==> src/rtl/fetch_stage.sv <==
// Instruction-fetch stage: owns the PC, reads instruction memory combinationally
// and loads the IF/ID register, honouring stall, branch redirect and halt.
//
// state  | meaning
// BOOT   | first cycle after reset; PC held, IF/ID bubble
// RUN    | fetching; branch_taken > stall > normal issue
// HALTED | halt opcode issued; PC held until a branch redirect
module fetch_stage #(
  parameter logic [7:0]         RESET_PC  = 8'h00,
  parameter int                 INSTR_W   = 16,
  parameter logic [3:0]         HALT_OP   = 4'hF,
  parameter logic [INSTR_W-1:0] NOP_INSTR = '0
) (
  input  logic               clk,
  input  logic               reset,
  output logic [7:0]         pc_out,
  input  logic [7:0]         pc_inc,
  output logic [7:0]         imem_addr,
  input  logic [INSTR_W-1:0] imem_rdata,
  input  logic               stall,
  input  logic               branch_taken,
  input  logic [7:0]         branch_target,
  output logic [INSTR_W-1:0] ifid_instr,
  output logic [7:0]         ifid_pc,
  output logic               ifid_valid,
  output logic               halted,
  output logic [7:0]         fetch_count
);

  typedef enum logic [1:0] {BOOT, RUN, HALTED} state_t;

  state_t state;
  logic   is_halt;

  assign imem_addr = pc_out;
  assign is_halt   = (imem_rdata[INSTR_W-1 -: 4] == HALT_OP);

  always_ff @(posedge clk) begin
    if (reset) begin
      state       <= BOOT;
      pc_out      <= RESET_PC;
      ifid_instr  <= NOP_INSTR;
      ifid_pc     <= 8'h00;
      ifid_valid  <= 1'b0;
      halted      <= 1'b0;
      fetch_count <= 8'h00;
    end else begin
      case (state)
        BOOT: begin
          state      <= RUN;
          ifid_instr <= NOP_INSTR;
          ifid_valid <= 1'b0;
        end
        RUN: begin
          if (branch_taken) begin
            pc_out     <= branch_target;
            ifid_instr <= NOP_INSTR;
            ifid_pc    <= pc_out;
            ifid_valid <= 1'b0;
          end else if (!stall) begin
            ifid_instr  <= imem_rdata;
            ifid_pc     <= pc_out;
            ifid_valid  <= 1'b1;
            fetch_count <= fetch_count + 8'd1;
            // the halt instruction itself issues; only the PC stops advancing
            if (is_halt) begin
              state  <= HALTED;
              halted <= 1'b1;
            end else begin
              pc_out <= pc_inc;
            end
          end
        end
        HALTED: begin
          if (branch_taken) begin
            state      <= RUN;
            halted     <= 1'b0;
            pc_out     <= branch_target;
            ifid_instr <= NOP_INSTR;
            ifid_pc    <= pc_out;
            ifid_valid <= 1'b0;
          end else if (!stall) begin
            ifid_instr <= NOP_INSTR;
            ifid_valid <= 1'b0;
          end
        end
        default: begin
          state <= BOOT;
        end
      endcase
    end
  end

endmodule

==> config.mk <==
export PLATFORM = sky130hd
export DESIGN_NAME = fetch_stage
export DESIGN_NICKNAME = d
export VERILOG_FILES = /design/src/rtl/fetch_stage.sv
export SDC_FILE = /design/constraint.sdc
export NUM_CORES = 1
export LEC_CHECK = 0
export BUFFER_PORTS_ARGS = -buffer_cell sky130_fd_sc_hd__buf_2
export CORE_ASPECT_RATIO = 1.5
export CORE_MARGIN = 10
export CORE_UTILIZATION = 40
export DETAILED_ROUTE_END_ITERATION = 8
export PLACE_DENSITY = 0.76
export SYNTH_ARGS = -nofsm -noshare
export SYNTH_HDL_FRONTEND = slang
export SYNTH_SLANG_ARGS = --single-unit
==> constraint.sdc <==
create_clock -name clk -period 2.6 [get_ports clk]
set_input_delay 0.39 -clock clk [delete_from_list [all_inputs] [get_ports clk]]
set_output_delay 0.39 -clock clk [all_outputs]
set_load 0.005 [all_outputs]
-- Word-level counts from Yosys, hierarchy flattened
Index checks and enable logic that the tools add are counted.
- register bits after elaboration: 44
- bits of input ports: 36
- output and inout bits: 50
- word-level logic and storage cells: 58
- add/sub/neg operators: 1
- eq/ne operators: 10
- multiplexer cells: 29
- bitwise logic cells: 2
- reduce and logical (&&, ||, !) cells: 9
- operators with widths (operator ; number):
    $mux W16 ; 4
    $mux W8 ; 7
    $pmux W16 S3 ; 1
    $pmux W8 S2 ; 2
    $ne A3 B3 Y1 const B ; 3
    $reduce_and A3 Y1 ; 3
    $add A8 B1 Y8 const B ; 1
    $mux W1 ; 8
    $mux W2 ; 4
    $ne A2 B2 Y1 const B ; 4
    $reduce_and A4 Y1 ; 2
    $pmux W2 S3 ; 1
    $reduce_and A5 Y1 ; 1
    $eq A4 B4 Y1 const B ; 1
    $pmux W1 S3 ; 1
    $reduce_bool A3 Y1 ; 1
    $eq A2 B1 Y1 const B ; 1
    $eq A2 B2 Y1 const B ; 1
    $logic_not A2 Y1 ; 1
    $not A1 Y1 ; 2
    $pmux W1 S2 ; 1
    $reduce_bool A2 Y1 ; 1

-- Longest topological paths before layout
Gate-level depths: netlist of run 1.
- depth in word-level cells: 5
- mapped depth: 6
- depth with buffers taken out: 5

-- Worst setup path before layout of run 1
OpenSTA, ideal clock, no wires.
- path type: register -> register
- start: reg state[1]
- end: reg pc_out[0] (netlist: imem_addr[0])
- setup time: 0.088 ns
- arrival: 1.342 ns
- data required time: 2.512 ns
- setup slack: 1.170 ns
- stages on the path, launching flop included: 7
- path buffers: 2
- clock period less this slack: 1.430 ns
- cells stage by stage: dfxtp_1 > nor2b_1 > a22o_1 > buf_6 > buf_12 > a21oi_1 > a311oi_2
- longest elaborated chain between the ends: 3
- elaborated cells on any way between the ends: 8
- those cells by class: eq/ne (5); mux (1); reduce/logical (2)
- RTL lines (element ; line ; text):
    start, declared ; 32 ; state_t state;
    start signal, assigned ; 40 ; state <= BOOT;
    start signal, assigned ; 50 ; state <= RUN;
    start signal, assigned ; 67 ; state <= HALTED;
    $eq A2 B1 Y1 / $eq A2 B2 Y1 (equally long branches) ; 48 ; case (state)
    $ne A3 B3 Y1 (no line) (tied with other cells) ; -- ;
    $reduce_and A4 Y1 (no line) ; -- ;
    end signal, assigned ; 56 ; pc_out <= branch_target;
    end signal, assigned ; 70 ; pc_out <= pc_inc;
    end signal, assigned ; 78 ; pc_out <= branch_target;
    end, declared ; 16 ; output logic [7:0] pc_out,
Several ways; a longest one is shown, not always the timed one.
A chain may end at the register's enable or synchronous reset.

-- Worst setup path in the final report of run 1
- start: reg state[0]
- end: reg pc_out[0] (netlist: imem_addr[0])
The elaborated chain is that of the path after synthesis.

==> reports/metrics.csv, run 1 <==
stage,metric,value,unit
status,status,"complete, no violations",
routing,first_pass_iters,4,
routing,post_drt_wl_per_cell,15.3,um
grt,antenna_found_initial,0,
power_and_ir_drop,power_leakage,1.10,nW
layout,fin_area,2490,um2
clocking,cts_buffers,5,
die,die_w,77.8,um
die,core-area,4850,um2
setup_path,critPathRequiredTime,2.80,ns
clocking,root_buffer,clkbuf_8,
setup_path,crit_fanout,15,
clocking,cts_sinks,44,
sta,fmax,540,MHz
routing,ant_nets,0,
synthesis,synthesis.area,2010,um2
layout,synthToLayoutAreaGrowth,23.9,%
setup_path,crit_path_end_kind,flop,
sta,hold_viol,0,
sta,layout_worst_path_cycle_share,0.712,
die,dieArea,8310,um2
sta,drv_slew,0,
layout,finish.cell_count_without_fillers,352,
placed_design,placed_area,2370,um2
power_and_ir_drop,finalPower,1.44,mW
clocking,h-tree-depth,2,
setup_path,startpoint_type,flop,
placed_design,gp_congestion,0.758,
clocking,ctsHoldBuffers,0,
synthesis,avgSynthCellArea,9.29,um2
layout,final_nets,322,
layout,drive_above_1_share,0.378,
grt,gr-total-overflow,0,
hold_path,hp-class,input pin to flop,
sta,worst_pin_slew,0.925,ns
die,io_pins,86,
clocking,postCtsSetupRepairBufs,0,
placed_design,hpwl,4.04,mm
clocking,cts_tree,yes,
routing,drt-initial-drc-count,114,
layout,final_util,0.513,
clocking,cts_resized,0,
routing,vias,1828,
synthesis,yosys_warnings,0,
clocking,cts_buffer_depth,2,
clocking,clk_pin_slew_worst_paths,0.09,ns
routing,drc,0,
placed_design,dpl.cell_count,344,
synthesis,synth.distinct_cells,34,
grt,grt_pass1_wl,8.58,mm
setup_path,arrival,2.05,ns
power_and_ir_drop,ir_worst_vdd,0.269,mV
sta,grt_setup_unrepaired,false,
routing,via_per_inst,5.19,
grt,grt_pass1_vias,1805,
synthesis,synth_fp_nets,253,
setup_path,critical_path_class,flop to flop,
flow_run,maxCapViolCount,0,
grt,grt_max_degree,45,
grt,track_usage,0.125,
sta,fin_skew,0.00842,ns
power_and_ir_drop,powerDensity,577,nW/um2
die,die_h,107,um
die,start_util,0.414,
sta,setup_viol,0,
synthesis,synthCells,216,
clocking,clock_latency,0.30,ns
routing,wirelength,5.38,mm
placed_design,io_buffers,85,
die,num_rows,31,
synthesis,synth-seq-cells,44,
sta,finalCriticalPeriod,1.85,ns
sta,timing.slew.headroom,0.383,
layout,antenna_cells,0,
synthesis,yosysSeqAreaShare,0.439,
sta,fin_setup_tns,0,ns
-- cells in the final DEF (no fill, tap or decap) --
cell / count
buf_2: 85
dfxtp_1: 44
a21oi_1: 23
nor2_1: 22
nand3_1: 15
o211ai_1: 13
mux2i_1: 9
nand2_1: 9
o21ai_0: 8
a311oi_2: 8
xor2_1: 6
clkbuf_8: 5
nand4_1: 4
and2_1: 4
buf_4: 4
nor2b_1: 3
nand2b_1: 3
a32oi_1: 3
nor3_1: 3
a22o_1: 1
nor3b_4: 1
a21oi_2: 1
a21o_1: 1
nor4b_2: 1
a31oi_1: 1
a211oi_1: 1
and4_1: 1
and2b_1: 1
xnor2_1: 1
o21a_1: 1
ha_1: 1
inv_6: 1
clkinvlp_4: 1
bufinv_16: 1
-- registers in the layout (all words and copies together) (netlist names) --
signal       flops
ifid_valid       1
imem_addr        8
fetch_count      8
state            2
ifid_instr      16
ifid_pc          8
halted           1
-- power breakdown --
group | total (mW) | switching (mW) | leakage, nW | internal (mW)
sequential | 0.718 | 0.0197 | 0.359 | 0.698
clock | 0.536 | 0.246 | 0.0548 | 0.290
combinational | 0.182 | 0.101 | 0.682 | 0.0812
-- kinds of logic (layout without fill, tap and decap cells) --
family          after synthesis  after routing  synth area share
compound gates               61             61             0.222
xor+xnor                      7              7            0.0305
fa+ha+maj                     1              1           0.00623
buf+inv                      27             97            0.0860
flops                        44             44             0.439
mux                           9              9            0.0449
simple gates                 67             67             0.171
-- per-stage QoR --
step | hold slack (ns) | worst slack [ns]
2_1_floorplan | 0.460 | 1.17
3_3_place_gp | 0.448 | 0.649
3_5_place_dp | 0.455 | 0.582
4_1_cts | 0.330 | 0.745
5_1_grt | 0.328 | 0.612
6_report | 0.339 | 0.748
-- Yosys cell counts (all sizes together) --
cell | count | share of area
a21o | 1 | 0.0037
a311oi | 8 | 0.060
nor2 | 22 | 0.041
o21ai | 8 | 0.020
nor2b | 3 | 0.0094
nor4b | 1 | 0.0075
dfxtp | 44 | 0.44
nor3b | 1 | 0.0094
a211oi | 1 | 0.0037
a32oi | 3 | 0.013
xnor2 | 1 | 0.0044
nand4 | 4 | 0.012
o211ai | 13 | 0.049
a22o | 1 | 0.0044
and4 | 1 | 0.0044
nand3 | 15 | 0.037
nand2b | 3 | 0.0094
ha | 1 | 0.0062
buf | 20 | 0.073
mux2i | 9 | 0.045
o21a | 1 | 0.0037
nor3 | 3 | 0.0075
nand2 | 9 | 0.017
and2 | 4 | 0.012
a21oi | 24 | 0.062
a31oi | 1 | 0.0031
clkbuf | 7 | 0.013
and2b | 1 | 0.0037
xor2 | 6 | 0.026
-- critical path, stage by stage, from the launching register on --
cell,delay [ns]
dfxtp_1,0.44
nor3b_4,0.20
buf_4,0.22
nand2b_1,0.24
and2_1,0.40
a311oi_2,0.25
-- metal layers --
metal / global-route usage / routed length (um) / part of all wire
met1: 0.132 / 2150 / 0.40
met2: 0.213 / 2640 / 0.49
met3: 0.0527 / 501 / 0.093
met4: 0.0524 / 98 / 0.018
met5: 0 / 0 / 0
-- path summary, 6_finish.rpt --
check	from	endpoint	slack, ns	depth (start not counted)
worst min-delay path	imem_rdata[15]	ifid_instr[15]$_SDFFE_PP0P_	0.34	3
worst max register to register	state[0]$_SDFFE_PP0P_	imem_addr[0]$_SDFFE_PP0P_	0.75	5
worst min register to register	ifid_instr[3]$_SDFFE_PP0P_	ifid_instr[3]$_SDFFE_PP0P_	0.47	2
worst max-delay path	state[0]$_SDFFE_PP0P_	imem_addr[0]$_SDFFE_PP0P_	0.75	5
-- cell type report --
cell class	count	area [um2]
tap	66	82.6
multi-input combinational	145	953
timing repair buffer	89	455
clock inverter	3	46.3
sequential	44	881
clock buffer	5	68.8
fill	490	2360
(Power assumes the default switching activity.)
==> inputs of run 2 (changes only) <==
PLACE_DENSITY = 0.79   (was 0.76)
clock period = 1.5 ns   (was 2.6 ns; I/O delays follow)
==> reports/metrics.csv, run 2 (synthesis gave the netlist of run 1 again) <==
stage,metric,value,unit,change
power_and_ir_drop,finalPower,2.55,mW,+78%
routing,first_pass_iters,4,,unchanged
layout,drive_above_1_share,0.437,,+0.0595
routing,wirelength,5.69,mm,+5.7%
layout,synthToLayoutAreaGrowth,34.2,%,
setup_path,startpoint_type,flop,,
die,io_pins,86,,unchanged
flow_run,maxCapViolCount,0,,unchanged
clocking,cts_tree,yes,,
layout,largest_reg_flops,16,,unchanged
routing,post_drt_wl_per_cell,15.5,um,+1.1%
placed_design,gp_congestion,0.778,,+2.7%
sta,hold_viol,0,,unchanged
clocking,clk_pin_slew_worst_paths,0.09,ns,about the same
setup_path,crit_path_max_incr_delay,0.33,ns,-0.11 ns
setup_path,critical_path_class,flop to flop,,
routing,drc,0,,unchanged
grt,antenna_found_initial,0,,unchanged
sta,grt_setup_unrepaired,false,,
routing,drt-initial-drc-count,73,,-36%
sta,fmax,705,MHz,+31%
placed_design,io_buffers,85,,unchanged
setup_path,path_cells,buf_4 > nor2b_2 > buf_4 > nor2_2 > buf_4 > nand2_1 > a311oi_2,,
clocking,h-tree-depth,2,,unchanged
setup_path,arrival,1.63,ns,-0.42 ns
clocking,root_buffer,clkbuf_8,,
routing,ant_nets,0,,unchanged
layout,final_nets,338,,+5.0%
clocking,ctsHoldBuffers,0,,unchanged
setup_path,critPathRequiredTime,1.71,ns,-1.09 ns
sta,setup_viol,0,,unchanged
sta,timing.slew.headroom,0.610,,+0.226
layout,final_util,0.555,,+0.0423
sta,layout_worst_path_cycle_share,0.946,,+0.234
setup_path,crit_path_end_kind,flop,,
grt,track_usage,0.131,,+0.00613
layout,top_register,ifid_instr,,
grt,grt_pass1_wl,9.05,mm,+5.5%
routing,via_per_inst,5.15,,-0.89%
layout,multi_input_area,968,um2,+1.6%
clocking,cts_sinks,44,,unchanged
setup_path,cp.buffers_inverters,3,,+2
power_and_ir_drop,ir_worst_vdd,0.517,mV,+92%
grt,gr-total-overflow,0,,unchanged
sta,finalCriticalPeriod,1.42,ns,-0.433 ns
clocking,cts_buffers,5,,unchanged
sta,drv_slew,0,,unchanged
layout,antenna_cells,0,,unchanged
layout,fin_area,2690,um2,+8.2%
status,status,"complete, no violations",,
layout,final_common_cell,buf_2,,
clocking,clock_latency,0.30,ns,about the same
sta,worst_pin_slew,0.586,ns,-0.340 ns
routing,vias,1894,,+3.6%
die,num_rows,31,,unchanged
setup_path,path_delay_family,buffers and inverters,,
hold_path,hp-class,input pin to flop,,
layout,final_cell_mix,"buf_2 (85), dfxtp_1 (42), a21oi_1 (22)",,
layout,seqCellArea,883,um2,+0.28%
layout,fill_cells,448,,-8.6%
grt,grt_max_degree,45,,unchanged
die,core-area,4850,um2,unchanged
die,die_w,77.8,um,unchanged
setup_path,crit_fanout,11,,-4
power_and_ir_drop,power_leakage,1.20,nW,+9.9%
setup_path,cpMostUsedCell,buf_4,,
placed_design,placed_area,2500,um2,+5.4%
die,die_h,107,um,unchanged
grt,grt_pass1_vias,1827,,+1.2%
setup_path,slowest_stage,dfxtp_2,,
die,dieArea,8310,um2,unchanged
clocking,cts_buffer_depth,2,,unchanged
sta,fin_skew,0.00928,ns,+0.000856 ns
power_and_ir_drop,powerDensity,946,nW/um2,+64%
die,start_util,0.414,,unchanged
placed_design,hpwl,4.21,mm,+4.0%
==> run 2: stage by stage <==
step           hold slack, ns  instances  setup TNS (ns)  setup slack (ns)
2_1_floorplan           0.362        216               0            0.0701
5_1_grt                 0.167        368               0           0.00624
3_3_place_gp            0.447        356          -0.855           -0.0786
3_5_place_dp            0.455        356           -2.07            -0.128
4_1_cts                 0.157        364               0           0.00413
6_report                0.164        368               0            0.0811
==> run 2: power by group <==
group          total [mW]  internal [mW]  switching, mW  leakage (nW)
registers            1.24           1.21         0.0330         0.359
logic               0.371          0.186          0.185         0.790
clock network       0.933          0.502          0.431        0.0548
==> run 2: worst register-to-register path, delay by kind of cell, from the launching register on <==
family / cells / cell delay [ns]
DFF: 1 / 0.33
AOI/OAI and AO/OA: 1 / 0.24
buffers and inverters: 3 / 0.45
and+or+nand+nor: 3 / 0.32
==> run 2: what timing repair did <==
action,4_1_cts,5_1_grt
setup endpoints to repair,21,20
pin swaps,1,1
gates resized for setup,5,7
gates cloned,0,1
buffers inserted,0,3
==> run 2: per-layer routing <==
| layer | share of wire | up-vias | wire length, um | global-route usage |
|---|---|---|---|---|
| met5 | 0 | - | 0 | 0 |
| met4 | 0.017 | 0 | 99 | 0.0510 |
| met3 | 0.090 | 8 | 510 | 0.0535 |
| met2 | 0.50 | 61 | 2850 | 0.221 |
| met1 | 0.39 | 880 | 2230 | 0.143 |
| li1 | - | 945 | - | - |
==> run 2: worst paths after layout <==
path | start | endpoint | slack [ns] | depth (start not counted)
worst min-delay path | imem_rdata[14] | ifid_instr[14]$_SDFFE_PP0P_ | 0.16 | 3
worst max register to register | state[1]$_SDFFE_PP0P_ | imem_addr[5]$_SDFFE_PP0P_ | 0.08 | 7
worst max-delay path | state[1]$_SDFFE_PP0P_ | imem_addr[5]$_SDFFE_PP0P_ | 0.08 | 7
worst min register to register | ifid_instr[4]$_SDFFE_PP0P_ | ifid_instr[4]$_SDFFE_PP0P_ | 0.46 | 2
==> run 2: cell type report <==
class	instances	share of cell area
clock inverter	3	0.0172
multi-input combinational	145	0.360
clock buffer	5	0.0256
sequential	44	0.328
timing repair buffer	105	0.239
tap	66	0.0307
==> inputs of run 3 (changes only) <==
CORE_UTILIZATION = 42   (was 40)
PLACE_DENSITY = 0.82   (was 0.79)
==> reports/metrics.csv, run 3 (synthesis gave the netlist of run 1 again) <==
stage,metric,value,unit,change
status,status,"complete, no violations",,
setup_path,r2r_slack,0.09,ns,about the same
die,die_w,76.4,um,-1.8%
die,io_pins,86,,unchanged
routing,wirelength,5.57,mm,-2.1%
sta,grt_setup_unrepaired,false,,
sta,fin_skew,0.00299,ns,-0.00629 ns
setup_path,crit_path_end_kind,flop,,
placed_design,io_buffers,85,,unchanged
sta,hold_viol,0,,unchanged
layout,largest_reg_flops,16,,unchanged
die,die_h,105,um,-2.0%
setup_path,path_cells,nor2b_1 > a22o_1 > buf_4 > a21oi_1 > a311oi_2,,
routing,post_drt_wl_per_cell,15.4,um,-0.50%
clocking,h-tree-depth,2,,unchanged
clocking,cts_buffers,5,,unchanged
setup_path,crit_fanout,11,,unchanged
layout,antenna_cells,0,,unchanged
setup_path,arrival,1.62,ns,about the same
setup_path,critical_path_class,flop to flop,,
routing,dr_wl_met3,446,um,-13%
sta,fin_setup_tns,0,ns,unchanged
clocking,cts_buffer_depth,2,,unchanged
hold_path,min_path_cells,3,,unchanged
sta,fmax,711,MHz,+0.94%
grt,grt_pass1_vias,1858,,+1.7%
setup_path,worstReg2RegStart,state[1]$_SDFFE_PP0P_,,
layout,top_register,ifid_instr,,
sta,finalCriticalPeriod,1.41,ns,-0.0132 ns
setup_path,startpoint,state[1]$_SDFFE_PP0P_,,
hold_path,hold_path.startpoint,imem_rdata[13],,
power_and_ir_drop,powerDensity,916,nW/um2,-3.3%
sta,timing.slew.headroom,0.706,,+0.0969
setup_path,crit_path_max_incr_delay,0.39,ns,+0.06 ns
setup_path,critPathRequiredTime,1.71,ns,about the same
hold_path,worstHoldEndpoint,ifid_instr[13]$_SDFFE_PP0P_,,
routing,drc,0,,unchanged
die,core-area,4580,um2,-5.5%
sta,worst_pin_slew,0.440,ns,-0.145 ns
die,start_util,0.438,,+0.0243
routing,top_layer,met4,,
routing,wl_met2,2.74,mm,-3.7%
layout,final_util,0.562,,+0.00639
clocking,root_buffer,clkbuf_8,,
clocking,cts_tree,yes,,
setup_path,startpoint_type,flop,,
sta,layout_worst_path_cycle_share,0.937,,-0.00877
grt,antenna_found_initial,0,,unchanged
hold_path,hp-class,input pin to flop,,
setup_path,cp.buffers_inverters,1,,-2
grt,track_usage,0.133,,+0.00176
power_and_ir_drop,power_leakage,1.15,nW,-4.4%
setup_path,r2r_cells,5,,-2
layout,final_common_cell,buf_2,,
clocking,clk_pin_slew_worst_paths,0.08,ns,about the same
power_and_ir_drop,ir_worst_vdd,0.503,mV,-2.8%
layout,final_nets,334,,-1.2%
layout,final_cell_mix,"buf_2 (85), dfxtp_1 (42), a21oi_1 (23)",,
placed_design,hpwl,4.29,mm,+2.1%
flow_run,maxCapViolCount,0,,unchanged
routing,wl_met1,2.24,mm,+0.67%
grt,grt_max_degree,20,,-56%
layout,synthToLayoutAreaGrowth,28.2,%,
placed_design,gp_congestion,0.846,,+8.7%
routing,ant_nets,0,,unchanged
routing,via_per_inst,5.25,,+1.9%
clocking,cts_sinks,44,,unchanged
routing,drt-initial-drc-count,93,,+27%
clocking,clock_latency,0.29,ns,about the same
sta,drv_slew,0,,unchanged
clocking,postCtsSetupRepairBufs,0,,unchanged
setup_path,path_delay_family,compound AO/OA/AOI/OAI gates,,
layout,drive_above_1_share,0.413,,-0.0243
layout,fill_cells,445,,-0.67%
setup_path,slowest_stage,dfxtp_2,,
routing,vias,1899,,+0.26%
die,num_rows,30,,-3.2%
sta,fin_ws,0.0943,ns,+0.0132 ns
die,dieArea,8000,um2,-3.7%
sta,setup_viol,0,,unchanged
placed_design,place_ws,-0.0288,ns,+0.0995 ns
routing,first_pass_iters,4,,unchanged
setup_path,reg2reg_to,imem_addr[7]$_SDFFE_PP0P_,,
grt,grt_pass1_wl,8.94,mm,-1.3%
clocking,ctsHoldBuffers,0,,unchanged
grt,gr-total-overflow,0,,unchanged
[run 3: cell types whose count changed in the layout (fill, tap and decap cells not counted), sizes merged]
cell	previous run	this run
bufinv	1	0
buf	104	101
inv	1	0
clkbuf	6	7
[run 3: routing by layer]
layer | track usage | up-vias
li1 | - | 929
met1 | 0.145 | 889
met2 | 0.225 | 72
met3 | 0.0463 | 9
met4 | 0.0613 | 0
met5 | 0 | -
[run 3: power by group]
group,total [mW],switching (mW),internal [mW]
clock,0.768,0.394,0.374
sequential,1.24,0.0339,1.21
combinational,0.343,0.179,0.163
[run 3: cell type report]
cell class,count,area [um2],area share
Clock buffer,7,86.3,0.0336
Clock inverter,1,7.51,0.00292
Sequential cell,44,883,0.343
Tap cell,64,80.1,0.0311
Timing Repair Buffer,101,558,0.217
Multi-Input combinational cell,145,957,0.372
[run 3: what timing repair did]
action / CTS / global route
setup endpoints to repair: 8 / 12
pin swaps: 0 / 0
resized for setup: 1 / 3
[run 3: worst reg2reg max path, delay by kind of cell (launching register included)]
family	cells	cell delay (ns)
AO/OA/AOI/OAI	3	0.53
flip-flops	1	0.39
buffers and inverters	1	0.21
AND/OR/NAND/NOR	1	0.20
[run 3: how the worst max path moves through the flow]
stage                                            to  slack (ns)  cells after the start
after floorplan           imem_addr[0]$_SDFFE_PP0P_        0.07                      6
after global placement    imem_addr[7]$_SDFFE_PP0P_        0.03                      4
after detailed placement  imem_addr[4]$_SDFFE_PP0P_       -0.03                      4
after CTS                 imem_addr[7]$_SDFFE_PP0P_        0.04                      5
after global routing      imem_addr[2]$_SDFFE_PP0P_       0.003                      5
final                     imem_addr[7]$_SDFFE_PP0P_        0.09                      5
[run 3: stage by stage]
step | instances | hold slack (ns) | power, mW | cell area [um2]
finish | 362 | 0.179 | 2.36 | 2570
global route | 362 | 0.175 | 2.47 | 2570
CTS | 362 | 0.167 | 2.38 | 2570
detailed placement | 354 | 0.453 | 1.62 | 2470
global placement | 354 | 0.448 | 1.61 | 2470
floorplan | 216 | 0.362 | 1.48 | 2010
